[config.mk]
export PLATFORM = sky130hd
export DESIGN_NAME = addr_gen_stride
export DESIGN_NICKNAME = d
export VERILOG_FILES = /design/src/rtl/nbldpc_addr_pkg.sv /design/src/rtl/addr_mod_add.sv /design/src/rtl/addr_gen_stride.sv
export SDC_FILE = /design/constraint.sdc
export NUM_CORES = 1
export LEC_CHECK = 0
export BUFFER_PORTS_ARGS = -buffer_cell sky130_fd_sc_hd__buf_2
export CORE_MARGIN = 2
export CORE_UTILIZATION = 54
export CTS_CLUSTER_SIZE = 10
export DETAILED_ROUTE_END_ITERATION = 7
export PLACE_DENSITY = 0.9
export SKIP_CTS_REPAIR_TIMING = 1
export SYNTH_ARGS = -nofsm -noshare
export SYNTH_HDL_FRONTEND = slang
export SYNTH_HIERARCHICAL = 1
export SYNTH_SLANG_ARGS = --single-unit
[constraint.sdc]
create_clock -name clk -period 2.9 [get_ports clk]
set_input_delay 0.145 -clock clk [delete_from_list [all_inputs] [get_ports clk]]
set_output_delay 0.145 -clock clk [all_outputs]
set_load 0.03 [all_outputs]
[src/rtl/nbldpc_addr_pkg.sv]
// -----------------------------------------------------------------------------
// nbldpc_addr_pkg
// Shared types and helpers for the NB-LDPC message-memory address generators.
//   addr_gen_state_t : FSM encoding for the strided address generator.
//   mod_add()        : (a + b) mod limit using a single conditional
//                      subtraction; exact only when a < limit and b < limit.
// -----------------------------------------------------------------------------
package nbldpc_addr_pkg;

    typedef enum logic [1:0] {
        IDLE = 2'd0,
        RUN  = 2'd1,
        DONE = 2'd2
    } addr_gen_state_t;

    // Operates on 32-bit operands so one function serves every generator width.
    // The sum is carried one bit wider so the carry-out is never lost before
    // the comparison against limit.
    function automatic logic [31:0] mod_add(input logic [31:0] a,
                                            input logic [31:0] b,
                                            input logic [31:0] limit);
        logic [32:0] s;
        s = {1'b0, a} + {1'b0, b};
        if (s >= {1'b0, limit}) begin
            s = s - {1'b0, limit};
        end
        return s[31:0];
    endfunction

endpackage

[src/rtl/addr_mod_add.sv]
// -----------------------------------------------------------------------------
// addr_mod_add
// Combinational modular increment: y = (a + b) mod LIMIT.
// A single conditional subtraction is used, so the result is exact only when
// a < LIMIT and b < LIMIT.
// Ports:
//   a  in  WIDTH : current address
//   b  in  WIDTH : increment
//   y  out WIDTH : wrapped next address
// -----------------------------------------------------------------------------
module addr_mod_add #(
    parameter int WIDTH = 10,
    parameter int LIMIT = 1024
) (
    input  logic [WIDTH-1:0] a,
    input  logic [WIDTH-1:0] b,
    output logic [WIDTH-1:0] y
);

    // LIMIT may equal 2^WIDTH, so it needs the extra bit as well.
    localparam logic [WIDTH:0] LIM = (WIDTH+1)'(LIMIT);

    logic [WIDTH:0] sum;
    logic [WIDTH:0] diff;
    logic           wrap;

    assign sum  = {1'b0, a} + {1'b0, b};
    assign diff = sum - LIM;
    assign wrap = (sum >= LIM);
    assign y    = wrap ? diff[WIDTH-1:0] : sum[WIDTH-1:0];

endmodule

[src/rtl/addr_gen_stride.sv]
// -----------------------------------------------------------------------------
// addr_gen_stride
// Strided address generator for the NB-LDPC message memories. Walks `length`
// addresses starting at `start_addr` in steps of `step`, modulo LIMIT.
// Ports:
//   clk, reset          : clock, synchronous active-high reset
//   start               : load start_addr/step/length and begin a sequence
//   enable              : consumer accepted the current address
//   start_addr, step    : sequence origin and increment (must be < LIMIT)
//   length              : number of addresses (0 gives an immediate done)
//   count               : current address
//   valid, last         : count is live / count is the final address
//   done                : one-cycle pulse after the final address is consumed
//   busy                : FSM is not IDLE
//
// Handshake: an address is transferred on every rising edge where valid and
// enable are both high. count/valid/last hold while enable is low. enable is
// ignored whenever valid is low. start wins over enable and restarts the walk
// without a done pulse for the abandoned sequence.
// -----------------------------------------------------------------------------
module addr_gen_stride
    import nbldpc_addr_pkg::*;
#(
    parameter int WIDTH = 10,
    parameter int LEN_W = 10,
    parameter int LIMIT = 1024
) (
    input  logic             clk,
    input  logic             reset,
    input  logic             start,
    input  logic             enable,
    input  logic [WIDTH-1:0] start_addr,
    input  logic [WIDTH-1:0] step,
    input  logic [LEN_W-1:0] length,
    output logic [WIDTH-1:0] count,
    output logic             valid,
    output logic             last,
    output logic             done,
    output logic             busy
);

    localparam logic [WIDTH:0] LIM = (WIDTH+1)'(LIMIT);

    addr_gen_state_t  state_q, state_d;
    logic [WIDTH-1:0] count_q, count_d;
    logic [LEN_W-1:0] remaining_q, remaining_d;
    logic [WIDTH-1:0] step_q, step_d;
    logic [WIDTH-1:0] next_addr;

    addr_mod_add #(
        .WIDTH (WIDTH),
        .LIMIT (LIMIT)
    ) u_mod_add (
        .a (count_q),
        .b (step_q),
        .y (next_addr)
    );

    // Next-state and datapath update.
    always_comb begin
        state_d     = state_q;
        count_d     = count_q;
        remaining_d = remaining_q;
        step_d      = step_q;

        // DONE always falls back to IDLE unless a new start arrives.
        if (state_q == DONE) begin
            state_d = IDLE;
        end

        if (start) begin
            // Accepted identically from IDLE, RUN (restart) and DONE.
            if (length != '0) begin
                state_d     = RUN;
                count_d     = start_addr;
                remaining_d = length - LEN_W'(1);
                step_d      = step;
            end else begin
                // Empty sequence: skip RUN entirely, count is left alone.
                state_d = DONE;
            end
        end else if (state_q == RUN && enable) begin
            if (remaining_q != '0) begin
                count_d     = next_addr;
                remaining_d = remaining_q - LEN_W'(1);
            end else begin
                // Final address consumed; count keeps showing it.
                state_d = DONE;
            end
        end
    end

    always_ff @(posedge clk) begin
        if (reset) begin
            state_q     <= IDLE;
            count_q     <= '0;
            remaining_q <= '0;
            step_q      <= '0;
        end else begin
            state_q     <= state_d;
            count_q     <= count_d;
            remaining_q <= remaining_d;
            step_q      <= step_d;
        end
    end

    // Outputs are pure decodes of registered state.
    assign count = count_q;
    assign valid = (state_q == RUN);
    assign last  = (state_q == RUN) && (remaining_q == '0);
    assign done  = (state_q == DONE);
    assign busy  = (state_q != IDLE);

    // The single-subtraction wrap is only exact for in-range operands.
    always_ff @(posedge clk) begin
        if (!reset && start) begin
            assert (({1'b0, start_addr} < LIM) && ({1'b0, step} < LIM))
                else $error("addr_gen_stride: start_addr or step not below LIMIT");
        end
    end

endmodule

== After elaboration in Yosys (flattened, before gate mapping) ==
Cells that the tools add are included.

* Logic and storage cells: 36
* Register bits: 32
* Input port bits: 34
* Output and inout bits: 14

* Add/sub/neg operators: 4
* Order comparisons: 1
* Muxes and demuxes: 14
* Reduce and logical (&&, ||, !) cells: 10
* Equal/unequal tests: 3

{| class="wikitable"
|+ Operator list
! operator !! count
|-
| $mux W10 || 9
|-
| $sub A10 B1 Y10 const B || 3
|-
| $reduce_bool A10 Y1 || 2
|-
| $add A10 B10 Y11 || 1
|-
| $ge A11 B11 Y1 const B || 1
|-
| $logic_not A10 Y1 || 1
|-
| $mux W2 || 5
|-
| $reduce_bool A2 Y1 || 3
|-
| $reduce_and A3 Y1 || 1
|-
| $eq A2 B1 Y1 const B || 1
|-
| $eq A2 B2 Y1 const B || 1
|-
| $logic_and A1 B1 Y1 || 2
|-
| $ne A2 B1 Y1 const B || 1
|-
| $reduce_and A2 Y1 || 1
|}

== Logic depth before layout (Yosys ltp) ==
* Depth in word-level cells: 6
* Gate-level depth with buffers: 9
* Mapped depth without buffers: 9

== Modules after synthesis ==
The synthesis kept the hierarchy.

{| class="wikitable"
|+ By module, submodules not included
! module !! cells each !! area each (um^2) !! seq. area each (um^2) !! times used
|-
| addr_gen_stride || 194 || 1796.7 || 640.6 || 1
|-
| addr_mod_add || 51 || 385.4 || 0.0 || 1
|}

== Worst setup path before layout ==
OpenSTA, ideal clock, no wires.

* Path type: input-to-reg
* Start point: in start
* End point: reg remaining_q[8]
* Setup slack: 590 ps
* Arrival: 2235 ps
* Path buffers: 3
* Cell stages on the path: 9
* Data required time: 2825 ps
* Setup time: 75 ps
* Cell sequence: buf_2 buf_2 buf_1 mux2i_1 ha_1 o221a_2 nand2_1 or4b_1 a31oi_1

* Word-level cells in the longest chain between the ends: 2
* Elaborated cells on any way between the ends: 5
* Those cells by class: eq/ne: 1; mux: 1; reduce/logical: 3

{| class="wikitable"
|+ RTL lines
! what !! RTL line !! RTL
|-
| start, declared || addr_gen_stride.sv:30 || <nowiki>input logic start,</nowiki>
|-
| $ne A2 B1 Y1 (no line) or $reduce_bool A2 Y1 (tied branches) || - ||
|-
| $reduce_and A3 Y1 (no line) || - ||
|-
| end signal, assigned || addr_gen_stride.sv:102 || <nowiki>remaining_q <= remaining_d;</nowiki>
|-
| end, declared || addr_gen_stride.sv:46 || <nowiki>logic [LEN_W-1:0] remaining_q, remaining_d;</nowiki>
|}

Parallel ways exist; a longest one is shown, timed or not.
A chain may end at the register's enable or synchronous reset.

== Worst setup path in the final report ==
* Start point: reg count_q[0], in the netlist count[0]
* End point: reg count_q[6], in the netlist count[6]

* Word-level cells in the longest chain between the ends: 6
* Elaborated cells on any way between the ends: 7
* Those cells by class: add/sub: 2; order compare: 1; mux: 4

{| class="wikitable"
|+ RTL lines
! what !! RTL line !! RTL
|-
| start, declared || addr_gen_stride.sv:45 || <nowiki>logic [WIDTH-1:0] count_q, count_d;</nowiki>
|-
| start signal, assigned || addr_gen_stride.sv:101 || <nowiki>count_q <= count_d;</nowiki>
|-
| $add A10 B10 Y11 (*) || addr_mod_add.sv:27 || <nowiki>assign sum = {1'b0, a} + {1'b0, b};</nowiki>
|-
| $sub A10 B1 Y10 or $ge A11 B11 Y1 (tied branches) || addr_mod_add.sv:28, addr_mod_add.sv:29 ||
|-
| $mux W10 (*) || addr_mod_add.sv:30 || <nowiki>assign y = wrap ? diff[WIDTH-1:0] : sum[WIDTH-1:0];</nowiki>
|-
| named net next_addr[6] || addr_gen_stride.sv:48 || <nowiki>logic [WIDTH-1:0] next_addr;</nowiki>
|-
| $mux W10 (*) || addr_gen_stride.sv:83 || <nowiki>if (remaining_q != '0) begin</nowiki>
|-
| $mux W10 (*) || addr_gen_stride.sv:82 || <nowiki>end else if (state_q == RUN && enable) begin</nowiki>
|-
| $mux W10 (*) || addr_gen_stride.sv:71 || <nowiki>if (start) begin</nowiki>
|}

Mark *: on every way through the listed nets, which the timed path passes. The rest lies on a longest branch. The select of a mux whose other input is x is not followed.

==> impl_metrics.tcl <==
set metrics [dict create \
    status "finished clean" \
    dp_slack_ns 0.620 \
    pin_count 48 \
    fin_skew_ns 0.00459 \
    clkSinkCount 32 \
    hold_class "input port to flop" \
    critPathKind "flop to flop" \
    nets 330 \
    first_iter_violations 167 \
    hold_slack_ns 0.0888 \
    max-slew-margin-rel_pct 53.0 \
    avgSynthCellArea_sq_um 8.91 \
    gp_congestion 0.821 \
    dp_hpwl_um 3520 \
    holdPathStages 3 \
    maxSlewViolCount 0 \
    synth-async-reset-ratio_pct 0 \
    grtUsageTotal_pct 23.3 \
    clockBufferDepth 2 \
    syn_inst 245 \
    p_per_area_nw_per_um2 474 \
    cp.required_ns 3.10 \
    fin_crit_sh_pct 72.3 \
    num_antenna_cells 0 \
    cts_tree "done" \
    synth_nets 290 \
    dr.pass1.iters 4 \
    fin_tns_setup_ns 0 \
    vias 1976 \
    maxCapViolCount 0 \
    ir_drop_mv 0.335 \
    path_clk_slew_ns 0.07 \
    areaGrowthSynthToFinish_pct 13.3 \
    max_stage_delay_ns 0.40 \
    final-setup-viol-count 0 \
    fp.dieArea_sq_um 4570 \
    arrival_ns 2.30 \
    cts_made_buffers 5 \
    final_layout_size_suffix_gt1_share_pct 24.2 \
    route.detailed.drc 0 \
    initial_core_util_pct 55.3 \
    synth_area_sq_um 2180 \
    ys_types 51 \
    die_y_um 67.6 \
    hold_end "step_q[7]" \
    first_global_vias 1838 \
    n_fill_cell 330 \
    portBuffers 47 \
    start_kind "flop" \
    cts_max_level 2 \
    dp.cells 328 \
    yosys_warnings 6 \
    grt_overflow 0 \
    holdCritStartpoint "step[7]" \
    setup_ws_ns 0.805 \
    via_per_inst 5.90 \
    worstSkewPairLatency_ns 0.29 \
    hold_viol 0 \
    totalWireLength_um 4900 \
    max_freq_mhz 477 \
    cts_root_buffer "clkbuf_8" \
    core_area_sq_um 3940 \
    ys_seq_area_share_pct 29.4 \
    grt_max_degree 33 \
    die_x_um 67.6 \
    antenna_left 0 \
    wl_per_cell_um 14.6 \
    worstPathMaxFanout 3 \
    endpoint_kind "flop" \
    placementRows 23 \
    ys_ff_latch 32 \
    p_total_mw 1.17 \
    p_leak_nw 1.09 \
    synth_ff_type "dfxtp_1" \
    crit_slowest_cell "fa_1" \
    synth_edf_count 0 \
    grt_pass1_wl_um 8000 \
    r2r_cells 9 \
    crit_chain "ha_1 > inv_1 > fa_1 > nand2b_1 > a21oi_1 > nor2_1 > xnor2_1 > mux2i_1 > a211oi_1" \
    antenna_found_initial 0 \
    r2r_slack_ns 0.80 \
    reg2reg_from "count[0]" \
    fin_cells 335 \
    rr_endpoint "count[6]" \
    worst_slew_pin_slew_ns 0.703 \
    rsz0062_at_grt "no" \
    finalCriticalPeriod_ns 2.10 \
]
[stage by stage]
| stage | util, % | cell area, sq um |
|---|---|---|
| final | 62.7 | 2470 |
| after global routing | 62.7 | 2470 |
| after CTS | 62.7 | 2470 |
| after detailed placement | 60.7 | 2390 |
| after global placement | 60.7 | 2390 |
| after floorplan | - | 2180 |
[flip-flops by register name, summed over array words and instances, names as in the netlist]
| signal | cells |
|---|---|
| count | 10 |
| state_q | 2 |
| step_q | 10 |
| remaining_q | 10 |
[how the worst max path moves through the flow]
stage,from,end,cells past startpoint
detailed placement,start,remaining_q[8],7
floorplan,start,remaining_q[8],9
global placement,start,remaining_q[8],7
finish,count[0],count[6],9
global route,count[0],count[8],9
CTS,step_q[0],count[6],9
[per-layer routing]
metal  GRT usage [%]  wire, um  vias to the layer above
met5               0         0                        -
li1                -         -                      999
met2            39.0      2410                       56
met1            27.6      2170                      913
met4            9.18        66                        0
met3            7.17       260                        8
[critical path: cells and delay by family (launching register included)]
family                   cells  cell delay [ns]
adder cells (fa/ha/maj)      2             0.57
AO/OA/AOI/OAI                2             0.52
flip-flops                   1             0.35
AND/OR/NAND/NOR              2             0.27
XOR/XNOR                     1             0.17
multiplexers                 1             0.09
buffers and inverters        1             0.05
[cell usage after synthesis (3+ instances only)]
cell | n | area (sq um)
or4_1 | 3 | 22.5
buf_2 | 5 | 25.0
nand2_1 | 10 | 37.5
mux2i_1 | 22 | 220
o21ai_0 | 7 | 35.0
xnor2_1 | 7 | 61.3
nor3_1 | 3 | 15.0
xor2_1 | 3 | 26.3
inv_1 | 8 | 30.0
dfxtp_1 | 32 | 641
nand3_1 | 9 | 45.0
ha_1 | 10 | 125
o311ai_0 | 3 | 26.3
or3_1 | 6 | 37.5
o211ai_1 | 4 | 30.0
a21oi_1 | 11 | 55.1
a31oi_1 | 6 | 37.5
a41oi_2 | 4 | 65.1
clkbuf_1 | 4 | 15.0
nand3b_1 | 3 | 22.5
a211oi_1 | 11 | 82.6
buf_6 | 4 | 45.0
nand4b_1 | 4 | 35.0
nor2_1 | 31 | 116
[power breakdown]
part	leakage, nW	switching [mW]	internal, mW
Combinational	0.780	0.191	0.138
Clock	0.0410	0.168	0.163
Sequential	0.265	0.0350	0.476
[cells in the final DEF (no fill, tap or decap), types with 2 or more instances in the layout]
cell | Yosys | layout
o21ai_1 | 2 | 2
nand3b_1 | 3 | 3
ha_1 | 10 | 10
a21oi_1 | 11 | 11
clkbuf_8 | 0 | 5
nor3_1 | 3 | 3
a21o_1 | 2 | 2
nor2_1 | 31 | 31
inv_1 | 8 | 8
xnor2_1 | 7 | 7
dfxtp_1 | 32 | 32
nand2_1 | 10 | 10
and2_1 | 2 | 2
mux2i_1 | 22 | 22
a41oi_2 | 4 | 4
o311ai_0 | 3 | 3
a221oi_2 | 2 | 2
nand4b_1 | 4 | 4
xor2_1 | 3 | 3
or4_1 | 3 | 3
or3_1 | 6 | 6
nand3_1 | 9 | 9
nor3b_1 | 2 | 2
o21ai_0 | 7 | 7
o31ai_1 | 2 | 2
a31oi_1 | 6 | 6
buf_2 | 5 | 47
a211oi_1 | 11 | 11
o211ai_1 | 4 | 4
nand2b_1 | 2 | 2
[logic make-up after synthesis]
logic type	Yosys count	share of synthesized area [%]
mux	23	10.6
fa+ha+maj	11	6.65
flops	32	29.4
simple gates	82	19.9
buf+inv	23	5.62
xor+xnor	10	4.01
compound gates	64	23.9
[area by class of cell]
cell class / count / area (sq um) / area share, %
multi-input cells: 190 / 1420 / 57.4
flip-flops and latches: 32 / 641 / 25.9
repair buffers: 48 / 243 / 9.82
clock buffers: 6 / 72.6 / 2.94
well taps: 50 / 62.6 / 2.53
inverters: 8 / 30.0 / 1.21
clock inverters: 1 / 5.00 / 0.202
(Power assumes the default switching activity.)
